[config.mk]
export PLATFORM = sky130hd
export DESIGN_NAME = spi_page_programmer
export DESIGN_NICKNAME = d
export VERILOG_FILES = /design/src/rtl/spi_flash_pkg.sv /design/src/rtl/spi_byte_shifter.sv /design/src/rtl/spi_page_programmer.sv
export SDC_FILE = /design/constraint.sdc
export NUM_CORES = 1
export LEC_CHECK = 0
export ABC_AREA = 0
export CORE_ASPECT_RATIO = 0.9
export CORE_MARGIN = 10
export CORE_UTILIZATION = 40
export CTS_CLUSTER_SIZE = 24
export DETAILED_ROUTE_END_ITERATION = 8
export HOLD_SLACK_MARGIN = 0.03
export PLACE_DENSITY = 0.55
export SYNTH_ARGS = -nofsm -noshare
export SYNTH_HDL_FRONTEND = slang
export SYNTH_SLANG_ARGS = --single-unit
export TNS_END_PERCENT = 10
[constraint.sdc]
create_clock -name MCLK -period 2.76 [get_ports MCLK]
set_input_delay 0.69 -clock MCLK [delete_from_list [all_inputs] [get_ports MCLK]]
set_output_delay 0.69 -clock MCLK [all_outputs]
set_load 0.005 [all_outputs]
[src/rtl/spi_flash_pkg.sv]
// Shared SPI flash definitions for the W25Q32 read (SPILoader) and write-back paths.
package spi_flash_pkg;

    localparam logic [7:0] OP_WREN = 8'h06;
    localparam logic [7:0] OP_PP   = 8'h02;
    localparam logic [7:0] OP_RDSR = 8'h05;
    localparam logic [7:0] OP_READ = 8'h03;

    localparam int unsigned PAGE_SIZE = 256;

    typedef enum logic [2:0] {
        IDLE,
        WREN,
        GAP1,
        PP,
        GAP2,
        POLL,
        FIN
    } state_e;

endpackage

[src/rtl/spi_byte_shifter.sv]
// SPI mode-0 byte engine: SCK divider, MSB-first MOSI shift-out, MISO shift-in.
module spi_byte_shifter #(
    parameter int unsigned SCK_HALF = 2
) (
    input  logic       clk_i,
    input  logic       rst_ni,
    input  logic       load_i,
    input  logic [7:0] tx_byte_i,
    input  logic       miso_i,
    output logic       sck_o,
    output logic       mosi_o,
    output logic       byte_done_o,
    output logic [7:0] rx_byte_o
);

    localparam int unsigned DivW = $clog2(SCK_HALF) + 1;
    localparam logic [DivW-1:0] DivLast = DivW'(SCK_HALF - 1);

    logic            active_q, active_d;
    logic            sck_q, sck_d;
    logic [DivW-1:0] div_q, div_d;
    logic [2:0]      bit_q, bit_d;
    logic [7:0]      tx_q, tx_d;
    logic [7:0]      rx_q, rx_d;
    logic            half_end;

    always_ff @(posedge clk_i or negedge rst_ni) begin
        if (!rst_ni) begin
            active_q <= 1'b0;
            sck_q    <= 1'b0;
            div_q    <= '0;
            bit_q    <= '0;
            tx_q     <= '0;
            rx_q     <= '0;
        end else begin
            active_q <= active_d;
            sck_q    <= sck_d;
            div_q    <= div_d;
            bit_q    <= bit_d;
            tx_q     <= tx_d;
            rx_q     <= rx_d;
        end
    end

    always_comb begin
        active_d    = active_q;
        sck_d       = sck_q;
        div_d       = div_q;
        bit_d       = bit_q;
        tx_d        = tx_q;
        rx_d        = rx_q;
        half_end    = active_q && (div_q == DivLast);
        byte_done_o = half_end && sck_q && (bit_q == 3'd7);

        if (half_end) begin
            div_d = '0;
            if (!sck_q) begin
                sck_d = 1'b1;
                rx_d  = {rx_q[6:0], miso_i};
            end else begin
                // Shifting on the falling edge zero-fills, so MOSI rests low after the byte.
                sck_d = 1'b0;
                tx_d  = {tx_q[6:0], 1'b0};
                bit_d = bit_q + 3'd1;
                if (bit_q == 3'd7) begin
                    active_d = 1'b0;
                end
            end
        end else if (active_q) begin
            div_d = div_q + 1'b1;
        end

        // A load coinciding with byte_done chains bytes with no idle SCK period.
        if (load_i) begin
            active_d = 1'b1;
            sck_d    = 1'b0;
            div_d    = '0;
            bit_d    = '0;
            tx_d     = tx_byte_i;
        end
    end

    assign sck_o     = sck_q;
    assign mosi_o    = tx_q[7];
    assign rx_byte_o = rx_q;

endmodule

[src/rtl/spi_page_programmer.sv]
// Flash page write-back: WREN, Page Program of one 256-byte buffer page, then RDSR polling.
module spi_page_programmer
    import spi_flash_pkg::*;
#(
    parameter int unsigned SCK_HALF   = 2,
    parameter int unsigned CS_GAP     = 8,
    parameter int unsigned POLL_LIMIT = 8192
) (
    input  logic        MCLK,
    input  logic        nRESET,
    input  logic        START,
    input  logic [13:0] PAGEADDR,
    output logic        BUSY,
    output logic        DONE,
    output logic        ERR,
    output logic        nBUFRCLKEN,
    output logic [7:0]  BUFRADDR,
    input  logic [7:0]  BUFRDATA,
    output logic        nCS,
    output logic        MOSI,
    input  logic        MISO,
    output logic        CLK
);

    localparam int unsigned GapW = $clog2(SCK_HALF + CS_GAP) + 1;
    localparam logic [GapW-1:0] CsRise   = GapW'(SCK_HALF - 1);
    localparam logic [GapW-1:0] GapLast  = GapW'(SCK_HALF + CS_GAP - 1);
    localparam logic [8:0]      LastByte = 9'(PAGE_SIZE + 3);
    localparam logic [13:0]     PollLim  = 14'(POLL_LIMIT);

    state_e          state_q, state_d;
    logic            cs_n_q, cs_n_d;
    logic [8:0]      byte_cnt_q, byte_cnt_d;
    logic [13:0]     poll_cnt_q, poll_cnt_d;
    logic [GapW-1:0] gap_cnt_q, gap_cnt_d;
    logic [13:0]     page_q, page_d;
    logic            err_q, err_d;
    logic            ending_q, ending_d;
    logic            rd_en_n_q, rd_en_n_d;
    logic [7:0]      rd_addr_q, rd_addr_d;
    logic            cap_q, cap_d;
    logic [7:0]      data_q, data_d;

    logic            load;
    logic [7:0]      tx_byte;
    logic            byte_done;
    logic [7:0]      rx_byte;
    logic            start_ok;
    logic [8:0]      next_idx;
    logic [13:0]     poll_next;
    logic            unused_rx;

    spi_byte_shifter #(
        .SCK_HALF(SCK_HALF)
    ) u_shifter (
        .clk_i      (MCLK),
        .rst_ni     (nRESET),
        .load_i     (load),
        .tx_byte_i  (tx_byte),
        .miso_i     (MISO),
        .sck_o      (CLK),
        .mosi_o     (MOSI),
        .byte_done_o(byte_done),
        .rx_byte_o  (rx_byte)
    );

    always_ff @(posedge MCLK or negedge nRESET) begin
        if (!nRESET) begin
            state_q    <= IDLE;
            cs_n_q     <= 1'b1;
            byte_cnt_q <= '0;
            poll_cnt_q <= '0;
            gap_cnt_q  <= '0;
            page_q     <= '0;
            err_q      <= 1'b0;
            ending_q   <= 1'b0;
            rd_en_n_q  <= 1'b1;
            rd_addr_q  <= '0;
            cap_q      <= 1'b0;
            data_q     <= '0;
        end else begin
            state_q    <= state_d;
            cs_n_q     <= cs_n_d;
            byte_cnt_q <= byte_cnt_d;
            poll_cnt_q <= poll_cnt_d;
            gap_cnt_q  <= gap_cnt_d;
            page_q     <= page_d;
            err_q      <= err_d;
            ending_q   <= ending_d;
            rd_en_n_q  <= rd_en_n_d;
            rd_addr_q  <= rd_addr_d;
            cap_q      <= cap_d;
            data_q     <= data_d;
        end
    end

    always_comb begin
        state_d    = state_q;
        cs_n_d     = cs_n_q;
        byte_cnt_d = byte_cnt_q;
        poll_cnt_d = poll_cnt_q;
        gap_cnt_d  = gap_cnt_q;
        page_d     = page_q;
        err_d      = err_q;
        ending_d   = ending_q;
        rd_en_n_d  = 1'b1;
        rd_addr_d  = rd_addr_q;
        cap_d      = !rd_en_n_q;
        data_d     = cap_q ? BUFRDATA : data_q;
        load       = 1'b0;
        tx_byte    = 8'h00;
        start_ok   = START && !BUSY;
        next_idx   = byte_cnt_q + 9'd1;
        poll_next  = (poll_cnt_q == PollLim) ? poll_cnt_q : poll_cnt_q + 14'd1;

        unique case (state_q)
            IDLE, FIN: begin
                state_d = IDLE;
                if (start_ok) begin
                    state_d = WREN;
                    page_d  = PAGEADDR;
                    err_d   = 1'b0;
                    cs_n_d  = 1'b0;
                    load    = 1'b1;
                    tx_byte = OP_WREN;
                end
            end
            WREN: begin
                if (byte_done) begin
                    state_d   = GAP1;
                    gap_cnt_d = '0;
                end
            end
            GAP1, GAP2: begin
                // nCS holds low SCK_HALF cycles past the last falling edge, then high CS_GAP cycles.
                gap_cnt_d = gap_cnt_q + 1'b1;
                if (gap_cnt_q == CsRise) begin
                    cs_n_d = 1'b1;
                end
                if (gap_cnt_q == GapLast) begin
                    cs_n_d     = 1'b0;
                    load       = 1'b1;
                    byte_cnt_d = '0;
                    if (state_q == GAP1) begin
                        state_d = PP;
                        tx_byte = OP_PP;
                    end else begin
                        state_d    = POLL;
                        tx_byte    = OP_RDSR;
                        poll_cnt_d = '0;
                    end
                end
            end
            PP: begin
                if (byte_done) begin
                    if (byte_cnt_q == LastByte) begin
                        state_d   = GAP2;
                        gap_cnt_d = '0;
                    end else begin
                        byte_cnt_d = next_idx;
                        load       = 1'b1;
                        case (next_idx)
                            9'd1:    tx_byte = {2'b00, page_q[13:8]};
                            9'd2:    tx_byte = page_q[7:0];
                            9'd3:    tx_byte = 8'h00;
                            default: tx_byte = data_q;
                        endcase
                        // Fetch the buffer byte needed by the frame byte after this one.
                        if (next_idx >= 9'd3 && next_idx < LastByte) begin
                            rd_en_n_d = 1'b0;
                            rd_addr_d = 8'(next_idx - 9'd3);
                        end
                    end
                end
            end
            POLL: begin
                if (ending_q) begin
                    gap_cnt_d = gap_cnt_q + 1'b1;
                    if (gap_cnt_q == CsRise) begin
                        cs_n_d = 1'b1;
                    end
                    if (gap_cnt_q == GapLast) begin
                        state_d  = FIN;
                        ending_d = 1'b0;
                    end
                end else if (byte_done) begin
                    if (byte_cnt_q == 9'd0) begin
                        byte_cnt_d = 9'd1;
                        load       = 1'b1;
                    end else begin
                        poll_cnt_d = poll_next;
                        if (!rx_byte[0]) begin
                            ending_d  = 1'b1;
                            gap_cnt_d = '0;
                        end else if (poll_next == PollLim) begin
                            ending_d  = 1'b1;
                            gap_cnt_d = '0;
                            err_d     = 1'b1;
                        end else begin
                            load = 1'b1;
                        end
                    end
                end
            end
            default: state_d = IDLE;
        endcase
    end

    assign unused_rx  = ^rx_byte[7:1];

    assign BUSY       = (state_q != IDLE) && (state_q != FIN);
    assign DONE       = (state_q == FIN);
    assign ERR        = err_q;
    assign nCS        = cs_n_q;
    assign nBUFRCLKEN = rd_en_n_q;
    assign BUFRADDR   = rd_addr_q;

endmodule

### Word-level counts from Yosys, hierarchy flattened

Cells that the tools add are included.

* word-level logic and storage cells: 182
* bits in registers: 82
* bits of input ports: 26

* equal/unequal tests: 35
* multiplexer cells: 86
* magnitude comparators: 2
* bitwise operators: 2
* $add $sub $neg: 6
* reductions and logical operators: 33

Operator list (count)
* $mux W14: 6
* $mux W9: 6
* $pmux W8 S3: 2
* $mux W5: 8
* $mux W8: 5
* $mux W3: 13
* $mux W1: 36
* $eq A14 B14 Y1 const B: 2
* $ne A2 B2 Y1 const B: 14
* $pmux W14 S2: 1
* $pmux W9 S3: 1
* $reduce_and A7 Y1: 3
* $pmux W5 S4: 1
* $eq A9 B2 Y1 const B: 2
* $pmux W3 S5: 1
* $add A14 B1 Y14 const B: 1
* $eq A3 B3 Y1 const B: 4
* $reduce_and A6 Y1: 2
* $reduce_bool A3 Y1: 4
* $reduce_bool A2 Y1: 5
* $add A9 B1 Y9 const B: 1
* $eq A9 B1 Y1 const B: 1
* $eq A9 B9 Y1 const B: 1
* $ge A9 B2 Y1 const B: 1
* 27 further kinds: 43

### Logic depth before layout (Yosys ltp)

* depth after elaboration: 11
* gate-level depth with buffers: 9
* mapped depth without buffers: 8

### By module

Synthesis repeated with hierarchy kept, for this count alone.

* cell total of the unflattened synthesis: 509
* area total of the unflattened synthesis: 5007.3 µm²

Modules (own cells, without submodules)
* spi_page_programmer: instances 1, cells an instance 430, area each 4006.3 µm², seq. area each 1654.1 µm²
* spi_byte_shifter: instances 1, cells an instance 79, area each 1001.0 µm², seq. area each 575.6 µm²

### Worst setup path before layout

OpenSTA, ideal clock, no wires.

* path type: register to register
* start: register poll_cnt_q[0]
* end: register u_shifter.tx_q[4]
* path buffers: 1
* cell stages (with the launch flop): 9
* slack: 0.328 ns
* data arrival time: 2.336 ns
* library setup time: 0.095 ns
* clock period less this slack: 2.432 ns
* path through: dfrtp_1 > ha_1 > and3_1 > a311oi_1 > a31oi_1 > or4_4 > a31o_1 > buf_6 > o32ai_2

* cells in the longest elaborated chain, start to end: 11

Ends and longest elaborated chain
* from (decl): RTL line spi_page_programmer.sv:34 `logic [13:0] poll_cnt_q, poll_cnt_d;`
* from (signal assigned): RTL line spi_page_programmer.sv:85 `poll_cnt_q <= poll_cnt_d;`
* $add A14 B1 Y14 / $eq A14 B14 Y1 (equally long branches): RTL line spi_page_programmer.sv:114 `poll_next = (poll_cnt_q == PollLim) ? poll_cnt_q : poll_cnt_q + 14'd1;`
* $mux W14 *: RTL line spi_page_programmer.sv:114
* $eq A14 B14 Y1 *: RTL line spi_page_programmer.sv:195 `end else if (poll_next == PollLim) begin`
* $mux W1 *: RTL line spi_page_programmer.sv:195
* $mux W1 *: RTL line spi_page_programmer.sv:192 `if (!rx_byte[0]) begin`
* $mux W1 *: RTL line spi_page_programmer.sv:187 `if (byte_cnt_q == 9'd0) begin`
* $mux W1 *: RTL line spi_page_programmer.sv:186 `end else if (byte_done) begin`
* $mux W1 *: RTL line spi_page_programmer.sv:177 `if (ending_q) begin`
* $pmux W1 S4 *: RTL line spi_page_programmer.sv:116 `unique case (state_q)`
* $reduce_bool A2 Y1 (no line)
* $reduce_and A2 Y1 (no line)
* to (signal assigned): RTL line spi_byte_shifter.sv:40 `tx_q <= tx_d;`
* to (decl): RTL line spi_byte_shifter.sv:23 `logic [7:0] tx_q, tx_d;`

Mark *: on every way between the ends. The rest lies on a longest branch, timed or not.
A chain may end at the register's enable or synchronous reset.

### Final worst setup path

* start: register state_q[1]
* end: output BUSY

* cells in the longest elaborated chain, start to end: 2

Ends and longest elaborated chain
* from (decl): RTL line spi_page_programmer.sv:31 `state_e state_q, state_d;`
* from (signal assigned): RTL line spi_page_programmer.sv:82 `state_q <= state_d;`
* $ne A3 B3 Y1 / $reduce_bool A3 Y1 (equally long branches): RTL line spi_page_programmer.sv:211 `assign BUSY = (state_q != IDLE) && (state_q != FIN);`
* $logic_and A1 B1 Y1 *: RTL line spi_page_programmer.sv:211
* to (decl): RTL line spi_page_programmer.sv:13 `output logic BUSY,`

Marks and branches as above.

==> results.ini <==
[clock_network]
cts.sinks = 82
post_cts_buffers = 0
clk_pin_slew_ns = 0.06
numCtsBuffers = 9
insertion_delay_ns = 0.35
cts_tree = yes
holdBufCountCts = 0
htreeDepth = 3
cts_root_buffer = clkbuf_16
clockBufferDepth = 2

[finish]
finalNonFillerCells = 704
drive_gt1_frac = 0.188
n_antenna_cell = 0
fin_nets = 579
fin_util = 0.498
final_cell_mix = dfrtp_1 (78), nor2_1 (50), o21ai_0 (39), clkdlybuf4s50_1 (39), nand2_1 (38)
multi_input_area_mm2 = 0.00250
seqCellArea_mm2 = 0.00206
final_common_cell = dfrtp_1
num-fill-cells = 1074
syn_to_final_growth_pct = 20.8

[pwr]
pwr-share-clk = 0.270
p_switching_mw = 1.47
power.internal_mw = 2.82
p_seq_frac = 0.392
p_comb_frac = 0.338
ir_drop_v = 0.000337
p_leak_nw = 2.41
design_power_total_mw = 4.30
power.density_mw_per_mm2 = 749
sw_frac_of_total = 0.343

[routing]
routed_wl_um = 11700
wl_per_cell_um = 16.7
drtAntennaViolNets = 0
drt_iter0_markers = 272
viasPerCell = 5.55
drc_errors = 0
dr.pass1.iters = 5
vias = 3908

[setup_path]
max_stage_delay_ns = 0.50
crit_path_cell_trace = xor2_1 -> buf_4 -> nor2_1 -> inv_1 -> clkdlybuf4s50_1
ff2ff_path_depth = 7
cp.arrival_ns = 2.00
critPathLaunchType = flop
critPathRequiredTime_ns = 2.07
cp-end-kind = primary output
cp_max_fo = 11
crit_slowest_cell = dfrtp_1
critPathKind = flop to primary output
rrSetupSlack_ns = 0.15

[yosys]
synth_edf_count = 0
seq_area_frac_synth = 0.432
syn_avg_cell_area_um2 = 9.68
async_flop_share = 1.00
syn_area_mm2 = 0.00475
synth.yosys.warnings = 0
synthCells = 491
syn_nets = 527
synth.distinct_cells = 67
ys_dominant_reg_cell = dfrtp_1
ys_ff_latch = 82

[floorplan]
dieWidth_um = 135
core_mm2 = 0.0115
die_h_um = 123
std_cell_rows = 37
start_util = 0.412
fp.dieArea_mm2 = 0.0166
io-pin-count = 41

[timing]
fin_hold_ws_ns = 0.325
slew_headroom = 0.591
skew_ns = 0.0100
finalCritPeriodShare = 0.974
post-route-min-period_ns = 2.69
setup_viol = 0
rsz0062_at_grt = no
max_freq_ghz = 0.372
slew_violations = 0
hold_violations = 0
tightest_slew_ns = 0.614
fin_tns_setup_ns = 0

[grt]
grt_max_degree = 40
antenna_found_initial = 0
grtUsageTotal = 0.147
grt_pass1_vias = 3932
grt.overflow.total = 0
grt_pass1_wl_um = 20100

[place]
hpwl_um = 8470
dp.cells = 688
port_buffers = 40
place_congestion = 0.900

[run]
maxCapViolations = 0

[outcome]
status = complete, no violations

[worst_hold_path]
hp-class = primary input to async pin

[critical path, delay by kind of cell, from the launching register on]
kind / cells / cell delay (ns)
DFF: 1 / 0.50
and+or+nand+nor: 1 / 0.23
xor gates and xnor gates: 1 / 0.25
buffers and inverters: 3 / 0.69
[flip-flops by register name (all words and copies together) (netlist names), 5 cells and up]
| name | count |
|---|---|
| BUFRADDR | 8 |
| byte_cnt_q | 9 |
| data_q | 8 |
| gap_cnt_q | 5 |
| page_q | 14 |
| poll_cnt_q | 14 |
| u_shifter.tx_q | 8 |
[per-stage QoR]
stage               instance area [um2]  worst slack [ns]
floorplan                          4750             0.328
global placement                   5440             0.112
detailed placement                 5440           -0.0324
CTS                                5730            0.0509
global route                       5740            0.0219
finish                             5740            0.0724
[layout make-up]
cell class / instances / area share
clock inverters: 7 / 0.0105
flip-flops and latches: 82 / 0.358
clock buffers: 9 / 0.0392
well taps: 156 / 0.0340
multi-input cells: 363 / 0.436
inverters: 17 / 0.0111
repair buffers: 70 / 0.111
[logic make-up after synthesis]
group                      after synthesis  synth area share
buffers and inverters                   46            0.0432
xor gates and xnor gates                18            0.0332
muxes                                   38            0.0885
adders and majority gates               10            0.0263
AOI/OAI and AO/OA                      121             0.180
and+or+nand+nor                        176             0.196
DFF                                     82             0.432
[power groups by stage]
stage / sequential, mW / combinational (mW) / clock, mW
final: 1.69 / 1.45 / 1.16
after global routing: 1.73 / 1.63 / 1.24
after CTS: 1.68 / 1.46 / 1.19
after detailed placement: 1.70 / 1.45 / 0
after global placement: 1.70 / 1.43 / 0
after floorplan: 1.63 / 1.03 / 0
[Yosys cell counts, drive strengths merged (5+ instances only)]
cell | instances | area [um2]
a22oi | 7 | 52.6
clkbuf | 17 | 63.8
a31oi | 6 | 37.5
mux2i | 6 | 60.1
nor2b | 8 | 50.1
nor2 | 50 | 188
o32ai | 5 | 66.3
xor2 | 9 | 78.8
inv | 17 | 63.8
a22o | 8 | 70.1
ha | 10 | 125
nand2 | 38 | 143
and2 | 8 | 50.1
nor3 | 15 | 86.3
o31ai | 8 | 60.1
nand3 | 14 | 70.1
and3 | 5 | 31.3
nor4 | 5 | 43.8
nand4 | 6 | 37.5
mux2 | 32 | 360
dfrtp | 80 | 2000
a21oi | 10 | 53.8
o21ai | 39 | 195
buf | 12 | 77.6
xnor2 | 9 | 78.8
[routing by layer]
metal  share of wire  vias to the layer above  track usage
met3           0.048                       10       0.0434
li1                -                     1907            -
met5               0                        -            0
met2            0.44                       97        0.222
met1            0.50                     1894        0.203
met4           0.010                        0       0.0374
[worst paths after layout]
check / start / end
worst max-delay path: state_q[1] / BUSY
worst min-delay path: nRESET / poll_cnt_q[12]
worst max register to register: poll_cnt_q[0] / u_shifter.tx_q[3]
worst min register to register: nBUFRCLKEN / cap_q
max in group asynchronous: nRESET / nBUFRCLKEN
min in group MCLK: nBUFRCLKEN / cap_q
[what timing repair did]
item / 4_1_cts / 5_1_grt
resized for setup: 1 / 5
setup endpoints to repair: 1 / 9
hold endpoints to repair: 0 / 0
gates cloned: 0 / 0
Power figures use the tool's default switching activity.
